<file path="src/rtl/gc_fetcher_pkg.sv">
// Shared definitions for the gc fetcher: counter width and FSM state encoding.
package gc_fetcher_pkg;

  localparam int GC_WIDTH = 16;

  typedef logic [1:0] gcf_state_t;

  localparam gcf_state_t ST_IDLE  = 2'd0;
  localparam gcf_state_t ST_FETCH = 2'd1;
  localparam gcf_state_t ST_DRAIN = 2'd2;

endpackage

</file>
<file path="src/rtl/gc_fifo.sv">
// Prefetch FIFO for granted gc indices: power-of-two storage with wrapping
// pointers, an explicit occupancy count and a synchronous flush.
module gc_fifo #(
  parameter int DEPTH = 4,
  parameter int WIDTH = 16
) (
  input  logic             clk,
  input  logic             rst,
  input  logic             flush,
  input  logic             push,
  input  logic [WIDTH-1:0] push_data,
  input  logic             pop,
  output logic [WIDTH-1:0] head,
  output logic             full,
  output logic             empty
);

  localparam int AW = $clog2(DEPTH);

  logic [WIDTH-1:0] mem [DEPTH];
  logic [AW-1:0]    wr_ptr;
  logic [AW-1:0]    rd_ptr;
  logic [AW:0]      count;
  logic             do_push;
  logic             do_pop;

  assign full    = (count == (AW+1)'(DEPTH));
  assign empty   = (count == '0);
  assign do_push = push && !full;
  assign do_pop  = pop && !empty;
  assign head    = mem[rd_ptr];

  // Storage, pointers and count; flush clears occupancy but keeps storage.
  always_ff @(posedge clk or posedge rst) begin
    if (rst) begin
      wr_ptr <= '0;
      rd_ptr <= '0;
      count  <= '0;
      for (int i = 0; i < DEPTH; i++) mem[i] <= '0;
    end else if (flush) begin
      wr_ptr <= '0;
      rd_ptr <= '0;
      count  <= '0;
    end else begin
      if (do_push) begin
        mem[wr_ptr] <= push_data;
        wr_ptr      <= wr_ptr + 1'b1;
      end
      if (do_pop) rd_ptr <= rd_ptr + 1'b1;
      count <= count + (AW+1)'(do_push) - (AW+1)'(do_pop);
    end
  end

endmodule

</file>
<file path="src/rtl/gc_fetcher.sv">
// Per-core gc requester: fetches loop indices from the shared allocator,
// buffers in-range grants and signals ending once exhausted and drained.
//
// state    | meaning
// ---------|------------------------------------------------------------
// ST_IDLE  | no section active, ending asserted
// ST_FETCH | requesting while FIFO has room, pushing in-range grants
// ST_DRAIN | bound reached, waiting for consumer to empty the FIFO
module gc_fetcher
  import gc_fetcher_pkg::*;
#(
  parameter int DEPTH = 4
) (
  input  logic                clk,
  input  logic                rst,
  input  logic                start,
  input  logic [GC_WIDTH-1:0] limit,
  input  logic                step_neg,
  output logic                req_valid,
  input  logic                req_ready,
  input  logic [GC_WIDTH-1:0] gc,
  output logic                out_valid,
  output logic [GC_WIDTH-1:0] out_gc,
  input  logic                out_ready,
  output logic                ending
);

  gcf_state_t                  state;
  logic signed [GC_WIDTH-1:0]  limit_q;
  logic                        step_neg_q;
  logic                        full;
  logic                        empty;
  logic                        accept;
  logic                        in_range;
  logic                        push;
  logic                        pop;

  // Outputs depend only on registered state and FIFO occupancy.
  assign req_valid = (state == ST_FETCH) && !full;
  assign out_valid = !empty;
  assign ending    = (state == ST_IDLE);

  assign accept   = req_valid && req_ready;
  assign in_range = step_neg_q ? ($signed(gc) > limit_q) : ($signed(gc) < limit_q);
  // A grant arriving in the same cycle as a restart belongs to the old section.
  assign push     = accept && in_range && !start;
  assign pop      = out_valid && out_ready;

  gc_fifo #(
    .DEPTH (DEPTH),
    .WIDTH (GC_WIDTH)
  ) u_fifo (
    .clk       (clk),
    .rst       (rst),
    .flush     (start),
    .push      (push),
    .push_data (gc),
    .pop       (pop),
    .head      (out_gc),
    .full      (full),
    .empty     (empty)
  );

  // Section FSM; start from any state (re)loads the bound and restarts fetching.
  always_ff @(posedge clk or posedge rst) begin
    if (rst) begin
      state      <= ST_IDLE;
      limit_q    <= '0;
      step_neg_q <= 1'b0;
    end else if (start) begin
      state      <= ST_FETCH;
      limit_q    <= $signed(limit);
      step_neg_q <= step_neg;
    end else begin
      case (state)
        ST_IDLE:  state <= ST_IDLE;
        ST_FETCH: if (accept && !in_range) state <= ST_DRAIN;
        ST_DRAIN: if (empty) state <= ST_IDLE;
        default:  state <= ST_IDLE;
      endcase
    end
  end

endmodule
</file>
<file path="config.mk">
export PLATFORM = sky130hd
export DESIGN_NAME = gc_fetcher
export DESIGN_NICKNAME = d
export VERILOG_FILES = /design/src/rtl/gc_fetcher_pkg.sv /design/src/rtl/gc_fifo.sv /design/src/rtl/gc_fetcher.sv
export SDC_FILE = /design/constraint.sdc
export NUM_CORES = 1
export LEC_CHECK = 0
export CAP_MARGIN = 10
export CORE_ASPECT_RATIO = 0.5
export CORE_MARGIN = 5
export CORE_UTILIZATION = 25
export CTS_BUF_LIST = sky130_fd_sc_hd__clkbuf_8
export DETAILED_ROUTE_END_ITERATION = 10
export PLACE_DENSITY = 0.43
export SYNTH_ARGS = -nofsm -noshare
export SYNTH_HDL_FRONTEND = slang
export SYNTH_HIERARCHICAL = 1
export SYNTH_SLANG_ARGS = --single-unit
</file>
<file path="constraint.sdc">
create_clock -name clk -period 4.04 [get_ports clk]
set_input_delay 0.808 -clock clk [delete_from_list [all_inputs] [get_ports clk]]
set_output_delay 0.808 -clock clk [all_outputs]
set_load 0.1 [all_outputs]
</file>
=== After elaboration in Yosys (flattened, before gate mapping) ===
Index checks and enable logic that the tools add are counted.

* Register bits after elaboration: 90
* Bits in latches: 0
* Bits in writable memories: 0
* Memory bits (read-only): 0
* Input bits: 38
* Output and inout bits: 19
* Memories: 0

* $add $sub $neg: 4
* Multipliers: 0
* Div/mod/pow operators: 0
* $lt $le $gt $ge: 5
* Equality and inequality tests: 5
* Shift-type cells: 0
* Muxes and demuxes: 16
* Bitwise gates (word level): 3
* Reduce and logical (&&, ||, !) cells: 19

{| class="wikitable"
|+ Operators with widths
! kind !! count
|-
| $bwmux 64 || 1
|-
| $mux 16 || 3
|-
| $bmux 16 s2 || 1
|-
| $demux 16 s2 || 1
|-
| $gt 16x16->1 || 1
|-
| $lt 16x16->1 || 1
|-
| $mux 2 || 7
|-
| $logic_and 1x1->1 || 9
|-
| $ge 3x3->1 const B || 2
|-
| $ne 3x2->1 const B || 2
|-
| $not 2->3 || 2
|-
| $add 2x1->2 const B || 2
|-
| $logic_not 1->1 || 4
|-
| $pmux 2 s2 || 1
|-
| $reduce_and 2->1 || 2
|-
| $reduce_bool 2->1 || 2
|-
| $add 3x1->3 || 1
|-
| $eq 3x3->1 const B || 1
|-
| $logic_not 3->1 || 1
|-
| $lt 3x1->1 const B || 1
|-
| $mux 3 || 1
|-
| $sub 3x1->3 || 1
|-
| $eq 2x1->1 const B || 1
|-
| $eq 2x2->1 const B || 1
|-
| other kinds (3) || 3
|}

=== Logic depth before layout (Yosys ltp) ===
* Depth in word-level cells: 10
* Depth in mapped cells: 18
* Depth with buffers taken out: 18

=== By module ===
The synthesis kept the hierarchy.

{| class="wikitable"
|+ By module, submodules not included
! module !! instances !! cells each !! area an instance (µm²) !! sequential area each (µm²)
|-
| gc_fifo || 1 || 207 || 3,445.8 || 1,776.7
|-
| gc_fetcher || 1 || 126 || 1,158.6 || 475.5
|}

=== Least setup slack after synthesis ===
OpenSTA, ideal clock, no wires.

* Kind: register to register
* Start point: register u_fifo.count[2]
* End point: register u_fifo.count[2]
* Arrival: 4,044 ps
* Data required time: 3,954 ps
* Setup slack: -90 ps
* Cell stages (with the launch flop): 17
* Clock period less this slack: 4,130 ps
* Cell sequence: dfrtp_1 -> or3b_1 -> buf_2 -> inv_1 -> nor2b_1 -> nand3b_1 -> nor2b_1 -> and2_1 -> inv_1 -> ha_1 -> inv_1 -> ha_1 -> inv_1 -> fa_1 -> xor2_1 -> and2_1 -> nor3_1

* Longest elaborated chain between the ends: 10

{| class="wikitable"
|+ Ends and longest elaborated chain
! element !! RTL line !! text
|-
| start: declaration || gc_fifo.sv:23 || <nowiki>logic [AW:0] count;</nowiki>
|-
| start signal: assignment || gc_fifo.sv:50 || <nowiki>count <= count + (AW+1)'(do_push) - (AW+1)'(do_pop);</nowiki>
|-
| $eq 3x3->1 || gc_fifo.sv:27 || <nowiki>assign full = (count == (AW+1)'(DEPTH));</nowiki>
|-
| via full || gc_fetcher.sv:31 || <nowiki>logic full;</nowiki>
|-
| $logic_not 1->1 || gc_fetcher.sv:39 || <nowiki>assign req_valid = (state == ST_FETCH) && !full;</nowiki>
|-
| $logic_and 1x1->1 || gc_fetcher.sv:39 ||
|-
| via req_valid || gc_fetcher.sv:19 || <nowiki>output logic req_valid,</nowiki>
|-
| $logic_and 1x1->1 || gc_fetcher.sv:43 || <nowiki>assign accept = req_valid && req_ready;</nowiki>
|-
| $logic_and 1x1->1 (2 in series) || gc_fetcher.sv:46 || <nowiki>assign push = accept && in_range && !start;</nowiki>
|-
| via push || gc_fetcher.sv:35 || <nowiki>logic push;</nowiki>
|-
| $logic_and 1x1->1 || gc_fifo.sv:29 || <nowiki>assign do_push = push && !full;</nowiki>
|-
| $add 3x1->3 || gc_fifo.sv:50 ||
|-
| $sub 3x1->3 || gc_fifo.sv:50 ||
|-
| $mux 3 || gc_fifo.sv:40 || <nowiki>end else if (flush) begin</nowiki>
|}

The timed path passes the listed nets, and every way through them passes these cells.
A chain may end at the register's enable or synchronous reset.

=== Final worst setup path ===
* Start point: input gc[14]
* End point: register u_fifo.count[2]

* Longest elaborated chain between the ends: 8

{| class="wikitable"
|+ Ends and longest elaborated chain
! element !! RTL line !! text
|-
| start: declaration || gc_fetcher.sv:21 || <nowiki>input logic [GC_WIDTH-1:0] gc,</nowiki>
|-
| $lt 16x16->1 or $gt 16x16->1 (tied branches) || gc_fetcher.sv:44 || <nowiki>assign in_range = step_neg_q ? ($signed(gc) > limit_q) : ($signed(gc) < limit_q);</nowiki>
|-
| $mux 1 * || gc_fetcher.sv:44 ||
|-
| $logic_and 1x1->1 * (2 in series) || gc_fetcher.sv:46 ||
|-
| via push || gc_fetcher.sv:35 ||
|-
| $logic_and 1x1->1 * || gc_fifo.sv:29 ||
|-
| $add 3x1->3 * || gc_fifo.sv:50 ||
|-
| $sub 3x1->3 * || gc_fifo.sv:50 ||
|-
| $mux 3 * || gc_fifo.sv:40 ||
|}

The timed path passes the listed nets; every way through them passes the cells marked *.

==> metrics.md <==
| Metric | Value |
|---|---|
| Initial antenna violation count | `0` |
| Sequential power share | `0.356` |
| PortBufs | `56` |
| Syn nets | `394` |
| Crit Path Class | `input port to register` |
| Ys async rst share | `1.00` |
| Relative slew slack | `0.356` |
| Max-cap viol count | `0` |
| Clk sinks | `90` |
| Chip Width | `202 um` |
| Die H | `106 um` |
| First-pass GRT wire length | `17700 um` |
| Final hold vios | `0` |
| R2r startpoint | `limit_q[14]` |
| Layout cells sized above 1 | `0.389` |
| Final setup violation count | `0` |
| I/O pins | `57` |
| Full die area | `21400 sq um` |
| Global-route usage over all layers | `0.107` |
| Status | `complete, no violations` |
| Synth Instances | `333` |
| Via count | `2819` |
| Setup total negative slack | `0 ns` |
| Top-count cell post-synth | `dfrtp_1` |
| Initial DRC count | `124` |
| Synth cell types | `42` |
| Clk Latency, worst-skew pair | `0.36 ns` |
| WP data arrival | `4.16 ns` |
| Vias/cell | `4.25` |
| Share of the yosys chip area belonging to registers | `0.489` |
| Vias in the first global route | `3062` |
| Clock Path Buffers | `2` |
| Pre-antenna DRT Iters | `4` |
| Post-synth top cells | `dfrtp_1, mux2_4, inv_1` |
| Inst Count DP | `645` |
| CTS clk-pin slew, worst paths | `0.10 ns` |
| Ys flop type | `dfrtp_1` |
| CTS Buf Count | `9` |
| Area delta synth->final | `27.5%` |
| Final setup skew | `0.0194 ns` |
| Antenna cell count | `0` |
| Worst vdd ir | `0.000219 V` |
| Unrepaired setup endpoints after global routing | `false` |
| Final Critical Period | `3.91 ns` |
| Crit end category | `register` |
| Pleak | `2.78 nW` |
| # rows | `35` |
| Starting Density | `0.252` |
| CTS Root Buffer Type | `clkbuf_8` |
| Hold Crit Class | `register to register` |
| Yosys top cell by area | `dfrtp_1` |
| Core area | `18300 sq um` |
| Combinational share of power | `0.439` |
| Post-Layout Cell Count | `664` |
| Wirelength, routed | `11200 um` |
| H-tree lvl count | `3` |
| Hold Startpoint | `u_fifo/mem[12]` |
| Switch Pwr | `1.34 mW` |
| CP Max Fanout | `3` |
| Fin. max-slew vios | `0` |
| Pint | `1.79 mW` |
| Nets | `480` |
| Cell Area, Synth | `4600 sq um` |
| CP Launch Point | `gc[14]` |
| Total power | `3.12 mW` |
| Remaining Overflow, GRT | `0` |
| Placer Congestion | `0.688` |
| Switching share of power | `0.428` |
| Syn Area/Cell | `13.8 sq um` |
| Drc violations | `0` |
| Clock Power Share | `0.205` |
| P per Cell Area | `532 nW/um^2` |
| Largest net degree at the start of global routing | `45` |
| Final HPWL DP | `8010 um` |
| ANT nets after route | `0` |
| WP data required | `4.29 ns` |
| Tcrit/Tclk final | `0.968` |
| WL per Instance | `16.9 um` |
| Startpoint types | `input port` |
| Number of synthesized register bits | `90` |
| Top cell type's share of synthesized area | `0.489` |
| CTS tree | `done` |
| Number of enable flip-flop cells after synthesis | `0` |
| Yosys warnings | `6` |
| Slew @ Worst Pin | `0.962 ns` |
| Filler cells | `1840` |
| Fmax | `0.256 GHz` |
| Top cells by area, synth | `dfrtp_1, mux2_4, mux4_2, mux2_2, ha_1` |
==> flip-flops by register name (all words and copies together) (netlist names) <==
signal,cells
u_fifo/rd_ptr,2
u_fifo/wr_ptr,2
state,2
u_fifo/count,3
step_neg_q,1
u_fifo/mem,64
limit_q,16
==> worst max-delay path, cell delays in order <==
cell and delay [ns]:
dlygate4sd2_1 0.27, ha_1 0.34, and4_1 0.24, and3_4 0.16, o221a_1 0.25, a31oi_2 0.18
mux2i_1 0.29, nor2b_4 0.19, and2_1 0.14, inv_1 0.04, ha_1 0.28, inv_1 0.06
ha_1 0.13, inv_1 0.05, fa_1 0.36, xor2_1 0.17, and2_1 0.16, nor3_2 0.04
==> cells by family after synthesis <==
family	count (synthesis)	share of synthesized area
XOR/XNOR	2	0.00381
flip-flops	90	0.489
multiplexers	83	0.274
AO/OA/AOI/OAI	37	0.0473
buffers and inverters	45	0.0582
adder cells (fa/ha/maj)	23	0.0641
AND/OR/NAND/NOR	53	0.0630
==> layer usage <==
layer | global-route usage | part of all wire | vias to the layer above
met5 | 0 | 0 | -
met4 | 0.0278 | 0.0087 | 0
met3 | 0.0241 | 0.024 | 10
met2 | 0.167 | 0.46 | 26
met1 | 0.152 | 0.51 | 1437
li1 | - | - | 1346
==> worst paths after layout <==
path	to	slack [ns]	cells past startpoint
worst max-delay path	u_fifo/count[2]	0.13	18
worst min-delay path	u_fifo/mem[12]	0.51	1
worst max register to register	u_fifo/count[2]	0.49	18
worst min register to register	u_fifo/mem[12]	0.51	1
max in group asynchronous	u_fifo/mem[7]	2.38	3
min in group asynchronous	u_fifo/mem[46]	0.96	2
==> placed cells by master, fill, tap and decap left out, types with 3 or more instances in the layout <==
cell type	synthesis	layout
dfrtp_1	90	90
buf_4	0	49
mux2_4	40	40
mux2_2	26	26
inv_1	27	25
clkdlybuf4s50_1	0	24
o21ai_0	21	20
nand2_1	19	19
ha_1	22	19
mux4_2	16	16
clkbuf_8	0	10
dlygate4sd2_1	0	9
dlymetal6s2s_1	0	6
nor2b_1	7	5
a21oi_1	5	5
nor2_1	5	5
buf_12	4	5
and3_1	4	4
and2_1	3	3
ha_4	0	3
==> power groups by stage <==
stage,Clock (mW),Sequential (mW),Combinational (mW)
after global routing,0.703,1.13,1.44
after detailed placement,0,1.13,1.37
after global placement,0,1.13,1.37
after floorplan,0,1.10,1.07
after CTS,0.668,1.11,1.38
final,0.641,1.11,1.37
==> layout make-up <==
class | count | area [sq um] | share of cell area
Clock buffer | 10 | 138 | 0.0234
Clock inverter | 6 | 63.8 | 0.0109
Inverter | 27 | 101 | 0.0173
Multi-Input combinational cell | 198 | 2150 | 0.367
Sequential cell | 90 | 2250 | 0.384
Tap cell | 240 | 300 | 0.0512
Timing Repair Buffer | 93 | 862 | 0.147
==> metrics by stage <==
step           setup slack (ns)  cell area, sq um  hold WS, ns  utilization
5_1_grt                 0.00271              5870        0.521        0.321
3_5_place_dp             -0.552              5580        0.488        0.305
2_1_floorplan             0.133              4610        0.475            -
4_1_cts                0.000316              5810        0.515        0.318
6_report                  0.129              5870        0.508        0.321
3_3_place_gp             -0.480              5580        0.485        0.305
==> timing repair <==
| item | in CTS | in global routing |
|---|---|---|
| buffers inserted | 3 | 0 |
| hold buffers | 0 | 0 |
| setup endpoints to repair | 1 | 65 |
| pin swaps | 2 | 2 |
| cloned | 0 | 0 |
| gates resized for setup | 13 | 14 |
Power figures use the tool's default switching activity.
